[src/rtl/tdm_mux8_arbiter_pkg.sv]
// Shared constants for the 8:1 TDM combiner.
// Channel count, id width and output-register state codes.
package tdm_mux8_arbiter_pkg;

  localparam int NUM_CH = 8;
  localparam int SEL_W  = 3;

  localparam logic [0:0] EMPTY = 1'b0;
  localparam logic [0:0] FULL  = 1'b1;

endpackage

[src/rtl/tdm_mux8_arbiter_rr_pick8.sv]
// Round-robin picker for 8 requesters.
// Rotates requests so ptr sits at bit 0, priority-encodes, un-rotates.
module tdm_mux8_arbiter_rr_pick8
  import tdm_mux8_arbiter_pkg::*;
(
  input  logic [NUM_CH-1:0] req,
  input  logic [SEL_W-1:0]  ptr,
  input  logic              en,
  output logic [NUM_CH-1:0] gnt,
  output logic [SEL_W-1:0]  gnt_id,
  output logic              any
);

  logic [2*NUM_CH-1:0] dbl;
  logic [NUM_CH-1:0]   rot;
  logic [SEL_W-1:0]    off;

  assign dbl = {req, req} >> ptr;
  assign rot = dbl[NUM_CH-1:0];

  // Lowest set bit of the rotated vector is the nearest request at or after ptr.
  always_comb begin
    off = '0;
    for (int i = NUM_CH - 1; i >= 0; i--) begin
      if (rot[i]) off = SEL_W'(i);
    end
  end

  assign any    = en & (|req);
  assign gnt_id = off + ptr;
  assign gnt    = any ? (NUM_CH'(1) << gnt_id) : '0;

endmodule

[src/rtl/tdm_mux8_arbiter.sv]
// Sequential 8:1 combiner: round-robin grant into one registered
// output beat tagged with its source channel id.
module tdm_mux8_arbiter
  import tdm_mux8_arbiter_pkg::*;
#(
  parameter int WIDTH = 1
) (
  input  logic                    clk,
  input  logic                    rst,
  input  logic [NUM_CH-1:0]       in_valid,
  input  logic [NUM_CH*WIDTH-1:0] in_data,
  output logic [NUM_CH-1:0]       in_ready,
  output logic                    out_valid,
  output logic [WIDTH-1:0]        out_data,
  output logic [SEL_W-1:0]        out_sel,
  input  logic                    out_ready
);

  logic [0:0]        state;
  logic [0:0]        state_nxt;
  logic [SEL_W-1:0]  ptr;
  logic [NUM_CH-1:0] gnt;
  logic [SEL_W-1:0]  gnt_id;
  logic              any;
  logic              load_ok;
  logic              pick_en;
  logic [WIDTH-1:0]  pick_data;

  assign out_valid = (state == FULL);
  assign load_ok   = !out_valid | out_ready;
  // No channel may be acknowledged while reset is asserted.
  assign pick_en   = load_ok & !rst;

  tdm_mux8_arbiter_rr_pick8 u_pick (
    .req    (in_valid),
    .ptr    (ptr),
    .en     (pick_en),
    .gnt    (gnt),
    .gnt_id (gnt_id),
    .any    (any)
  );

  assign in_ready = gnt;

  always_comb begin
    pick_data = '0;
    for (int i = 0; i < NUM_CH; i++) begin
      if (gnt_id == SEL_W'(i)) pick_data = in_data[i*WIDTH +: WIDTH];
    end
  end

  always_comb begin
    state_nxt = state;
    unique case (state)
      EMPTY:   state_nxt = any ? FULL : EMPTY;
      FULL:    if (out_ready) state_nxt = any ? FULL : EMPTY;
      default: state_nxt = EMPTY;
    endcase
  end

  always_ff @(posedge clk) begin
    if (rst) begin
      state    <= EMPTY;
      out_data <= '0;
      out_sel  <= '0;
      ptr      <= '0;
    end else begin
      state <= state_nxt;
      if (any) begin
        out_data <= pick_data;
        out_sel  <= gnt_id;
        ptr      <= gnt_id + SEL_W'(1);
      end
    end
  end

endmodule

[config.mk]
export PLATFORM = sky130hd
export DESIGN_NAME = tdm_mux8_arbiter
export DESIGN_NICKNAME = d
export VERILOG_FILES = /design/src/rtl/tdm_mux8_arbiter_pkg.sv /design/src/rtl/tdm_mux8_arbiter_rr_pick8.sv /design/src/rtl/tdm_mux8_arbiter.sv
export SDC_FILE = /design/constraint.sdc
export NUM_CORES = 1
export LEC_CHECK = 0
export CAP_MARGIN = 20
export CORE_MARGIN = 5
export CORE_UTILIZATION = 50
export CTS_CLUSTER_SIZE = 14
export DETAILED_ROUTE_END_ITERATION = 10
export PLACE_DENSITY = 0.78
export SYNTH_ARGS = -nofsm -noshare
export SYNTH_HDL_FRONTEND = slang
export SYNTH_HIERARCHICAL = 1
export SYNTH_SLANG_ARGS = --single-unit
[constraint.sdc]
create_clock -name clk -period 10.6 [get_ports clk]
set_input_delay 2.12 -clock clk [delete_from_list [all_inputs] [get_ports clk]]
set_output_delay 2.12 -clock clk [all_outputs]
set_load 0.05 [all_outputs]
# After elaboration in Yosys (flattened, before gate mapping)
# Cells that the tools add are included.
[totals]
reg_bits = 8
input_bits = 19
[classes]
addsub = 2
n_eq_ne = 7
n_shift = 2
n_mux = 20
bitwise = 4
reduce_logical = 4
[ops]
columns = ["operator", "n"]
rows = [
  ["two-way mux 3 bit", 8],
  [">> shifter 16 x 3 -> 8 bit", 1],
  ["== test 3 bit (second input constant)", 4],
  ["two-way mux 1 bit", 10],
  ["two-way mux 8 bit", 1],
  ["OR reduction 8 bit", 1],
  ["<< shifter 1 x 3 -> 8 bit (first input constant)", 1],
  ["== test 3 x 2 -> 1 bit (second input constant)", 2],
  ["adder 3 x 1 -> 3 bit (second input constant)", 1],
  ["adder 3 bit", 1],
  ["== test 3 x 1 -> 1 bit (second input constant)", 1],
  ["zero test 3 bit", 1],
  ["bitwise AND 1 bit", 2],
  ["zero test 1 bit", 2],
  ["one-hot mux 1 bit (2 select lines)", 1],
  ["inverter 1 bit", 1],
  ["bitwise OR 1 bit", 1],
]

# Logic depth before layout (Yosys ltp)
[depth]
depth_word = 19
ltp_mapped = 23
ltp_nobuf = 20

# Hierarchy
# Netlist, hierarchy kept.
[by_module_without_submodules]
columns = ["module", "instances", "cells_each", "area_per_inst_um2", "seq_area_each_um2"]
rows = [
  ["tdm_mux8_arbiter_rr_pick8", 1, 108, 822.0, 0.0],
  ["tdm_mux8_arbiter", 1, 52, 462.9, 160.2],
]

# Worst setup path before layout
# No wires, ideal clock.
[synth_path]
path_kind = "input to output"
start = "input in_valid[0]"
end = "output in_ready[4]"
t_arrival_ns = 5.743
required_ns = 8.480
slack_ns = 2.737
stages = 14
n_path_buf = 2
path_cell_list = "clkbuf_2 mux4_2 or2_2 o22ai_1 a31oi_1 a21oi_1 ha_1 inv_1 fa_1 clkbuf_1 nand4_1 a21oi_1 a2111o_1 nor3_1"
[synth_via]
elab_chain_len = 12
word_cells_on_any_way = 14
[synth_lines]
columns = ["element", "line_no", "text"]
rows = [
  ["start: declaration", "tdm_mux8_arbiter.sv:10", "input logic [NUM_CH-1:0] in_valid,"],
  [">> shifter 16 x 3 -> 8 bit", "tdm_mux8_arbiter_rr_pick8.sv:18", "assign dbl = {req, req} >> ptr;"],
  ["two-way mux 3 bit (8 in series)", "tdm_mux8_arbiter_rr_pick8.sv:25", "if (rot[i]) off = SEL_W'(i);"],
  ["adder 3 bit", "tdm_mux8_arbiter_rr_pick8.sv:30", "assign gnt_id = off + ptr;"],
  ["<< shifter 1 x 3 -> 8 bit", "tdm_mux8_arbiter_rr_pick8.sv:31", "assign gnt = any ? (NUM_CH'(1) << gnt_id) : '0;"],
  ["two-way mux 8 bit (*)", "tdm_mux8_arbiter_rr_pick8.sv:31", ""],
  ["end: declaration", "tdm_mux8_arbiter.sv:12", "output logic [NUM_CH-1:0] in_ready,"],
]
# Every way passes the cells marked *; elsewhere a longest branch is shown, timed or not.

# Final worst setup path
[layout_path]
start = "input in_valid[2]"
end = "output in_ready[6]"
# The elaborated chain is that of the path after synthesis.

==> reports/metrics.yaml <==
rsz0062_at_grt: "false"
postLayoutSetupSlackWorst_ns: 2.15
synth_area_um2: 1280
min_path_type: "reg2reg"
layout_common_cells: "31 x clkdlybuf4s50_1, 27 x nor2_1, 14 x mux2i_1"
ys.flop_type: "dfxtp_1"
synthCells: 160
slew_viol_final: 0
relSlewSlack: 0.399
grt_max_degree: 24
drcViolationCount: 0
setup.worst_path.start: "in_valid[2]"
fp.dieW_um: 60.7
post-cts-setup-buffers: 0
ys.warnings.count: 6
ir_drop_uv: 194
status: "complete, no violations"
r2r_cells: 18
crit_path_top_delay_cell: "clkdlybuf4s50_1"
arrival_ns: 6.33
crit_family: "buffers and inverters"
hold_start: "out_sel[2]$_SDFFE_PP0P_"
grt_pass1_vias: 1283
area_growth_syn_to_layout_pct: 24.0
worst_setup_path_start_kind: "input pin"
finalCritPeriodShare: 0.797
io_pins: 32
grt_util_met1: 0.246
yosys_register_bits: 8
start_util: 0.519
avgViaCountPerCell: 6.12
wl_per_cell_um: 15.4
cts_hold_buf: 0
ys_types: 42
rows: 18
place_congestion: 0.828
synthesis.nets: 187
post-route-util: 0.643
drtIter0Drc: 82
setup_tns_ns: 0
period_minus_slack_ns: 8.45
synth_async_sr_flop_share: 0
min_path_cells: 2
cap_violations: 0
synth_edf_count: 0
nFillCells: 223
synth_top_area_frac: 0.125
cts-root-buf: "clkbuf_4"
preCtsSetupSlack_ns: 2.14
p_total_uw: 347
drive_gt1_frac: 0.121
port_buffers: 31
cp.required_ns: 8.48
overflow: 0
power_leakage_nw: 0.599
fin_skew_ns: 0.00731
die_h_um: 60.7
cts_resized: 0
yosysTopAreaCell: "dfxtp_1"
grt_pass1_wl_mm: 5.35
met2_usage: 0.322
timing.rr.start: "ptr[2]$_SDFFE_PP0P_"
cts_sinks: 8
routed_wl_mm: 3.27
synthTopCellsByArea: "dfxtp_1 12%, mux4_2 12%, mux2i_1 11%, nor2_1 7.9%, ha_1 6.8%"
antenna_left: 0
ys_seq_area_frac: 0.125
busiest_layer: "met2"
h-tree-depth: 1
track_usage: 0.187
nets: 211
path_class: "in2out"
die-area_um2: 3680
clk_latency_ns: 0.25
vias: 1297
hold_viol: 0
use_met3: 0.0170
path_cells: "clkdlybuf4s50_1 > or2b_1 > a221oi_1 > a31oi_1 > o21bai_1 > a31oi_1 > a21oi_1 > ha_1 > inv_1 > fa_1 > nand4_1 > a21oi_1 > a2111o_1 > nor3_1 > clkdlybuf4s50_1"
critPathCaptureType: "primary output"
n_antenna_cell: 0
setup_viol: 0
avgSynthCellArea_um2: 8.03
path_buf_inv: 3
max_freq_mhz: 118
drt_pass1_iterations: 4
clockBufferDepth: 2
cts_tree: "built"
antenna_found_initial: 0
final_common_cell: "clkdlybuf4s50_1"
core_area_um2: 2480
critical_path_cell_count: 15
cp_slowest_stage_delay_ns: 0.83
post-dp-hpwl_mm: 2.55
critPathMaxFanout: 9
clkTransAtPathRegs_ns: 0.05
p_per_area_nw_per_um2: 218
worst_slew_pin_slew_ns: 0.900
numCtsBuffers: 3
-- cells in the mapped netlist (6+ instances only) --
cell / n
ha_1: 7
a21oi_1: 7
nor3_1: 7
mux2_2: 6
nand2_1: 6
dfxtp_1: 8
mux2i_1: 14
mux4_2: 7
inv_1: 9
nor2_1: 27
-- path summary, 6_finish.rpt --
| kind | end | slack [ns] |
|---|---|---|
| worst min-delay path | out_sel[2]$_SDFFE_PP0P_ | 0.50 |
| worst max register to register | out_data$_SDFFE_PP0P_ | 5.57 |
| worst min register to register | out_sel[2]$_SDFFE_PP0P_ | 0.50 |
| worst max-delay path | in_ready[6] | 2.15 |
-- worst reg2reg max path: stages (launching register included) --
cell      delay, ns
dfxtp_1        0.90
mux4_2         0.60
or2_2          0.29
o22ai_1        0.11
a31oi_1        0.06
a21oi_1        0.16
ha_1           0.16
inv_1          0.05
fa_1           0.49
nand4_1        0.15
a21oi_1        0.11
a2111o_1       0.48
nor2_1         0.34
inv_1          0.13
ha_1           0.26
nor3b_1        0.22
nor3_1         0.08
o211ai_1       0.20
a31oi_1        0.11
-- report_power, final --
part	total [mW]	leakage [nW]	switching [mW]	internal (mW)
Combinational	0.267	0.519	0.152	0.115
Sequential	0.0581	0.0660	0.0201	0.0380
Clock	0.0222	0.0138	0.00934	0.0129
-- flip-flops by register name, indices dropped and copies added, names as in the netlist --
signal     flops
out_valid      1
out_data       1
out_sel        3
ptr            3
-- logic make-up after synthesis --
kind of cell / after synthesis / share of synthesized area
simple gates: 63 / 0.247
compound gates: 32 / 0.173
mux: 28 / 0.296
buf+inv: 21 / 0.0750
fa+ha+maj: 8 / 0.0837
flops: 8 / 0.125
-- routing by layer --
| metal | wire length [µm] | vias up |
|---|---|---|
| met5 | 0 | - |
| met4 | 15 | 0 |
| met3 | 108 | 2 |
| met2 | 1760 | 33 |
| met1 | 1390 | 627 |
| li1 | - | 635 |
-- area by class of cell --
| cell class | count | area [µm²] | area share |
|---|---|---|---|
| clock buffers | 3 | 22.5 | 0.0141 |
| inverters | 9 | 33.8 | 0.0212 |
| multi-input cells | 131 | 1030 | 0.646 |
| flip-flops and latches | 8 | 160 | 0.101 |
| well taps | 30 | 37.5 | 0.0236 |
| repair buffers | 31 | 310 | 0.195 |
-- metrics by stage --
stage          area (µm²)  hold WS (ns)  instances
2_1_floorplan        1280         0.471        160
3_3_place_gp         1570         0.476        209
3_5_place_dp         1570         0.489        209
4_1_cts              1590         0.509        212
5_1_grt              1590         0.522        212
6_report             1590         0.496        212
Note: power is estimated with default switching activity, not from simulation.
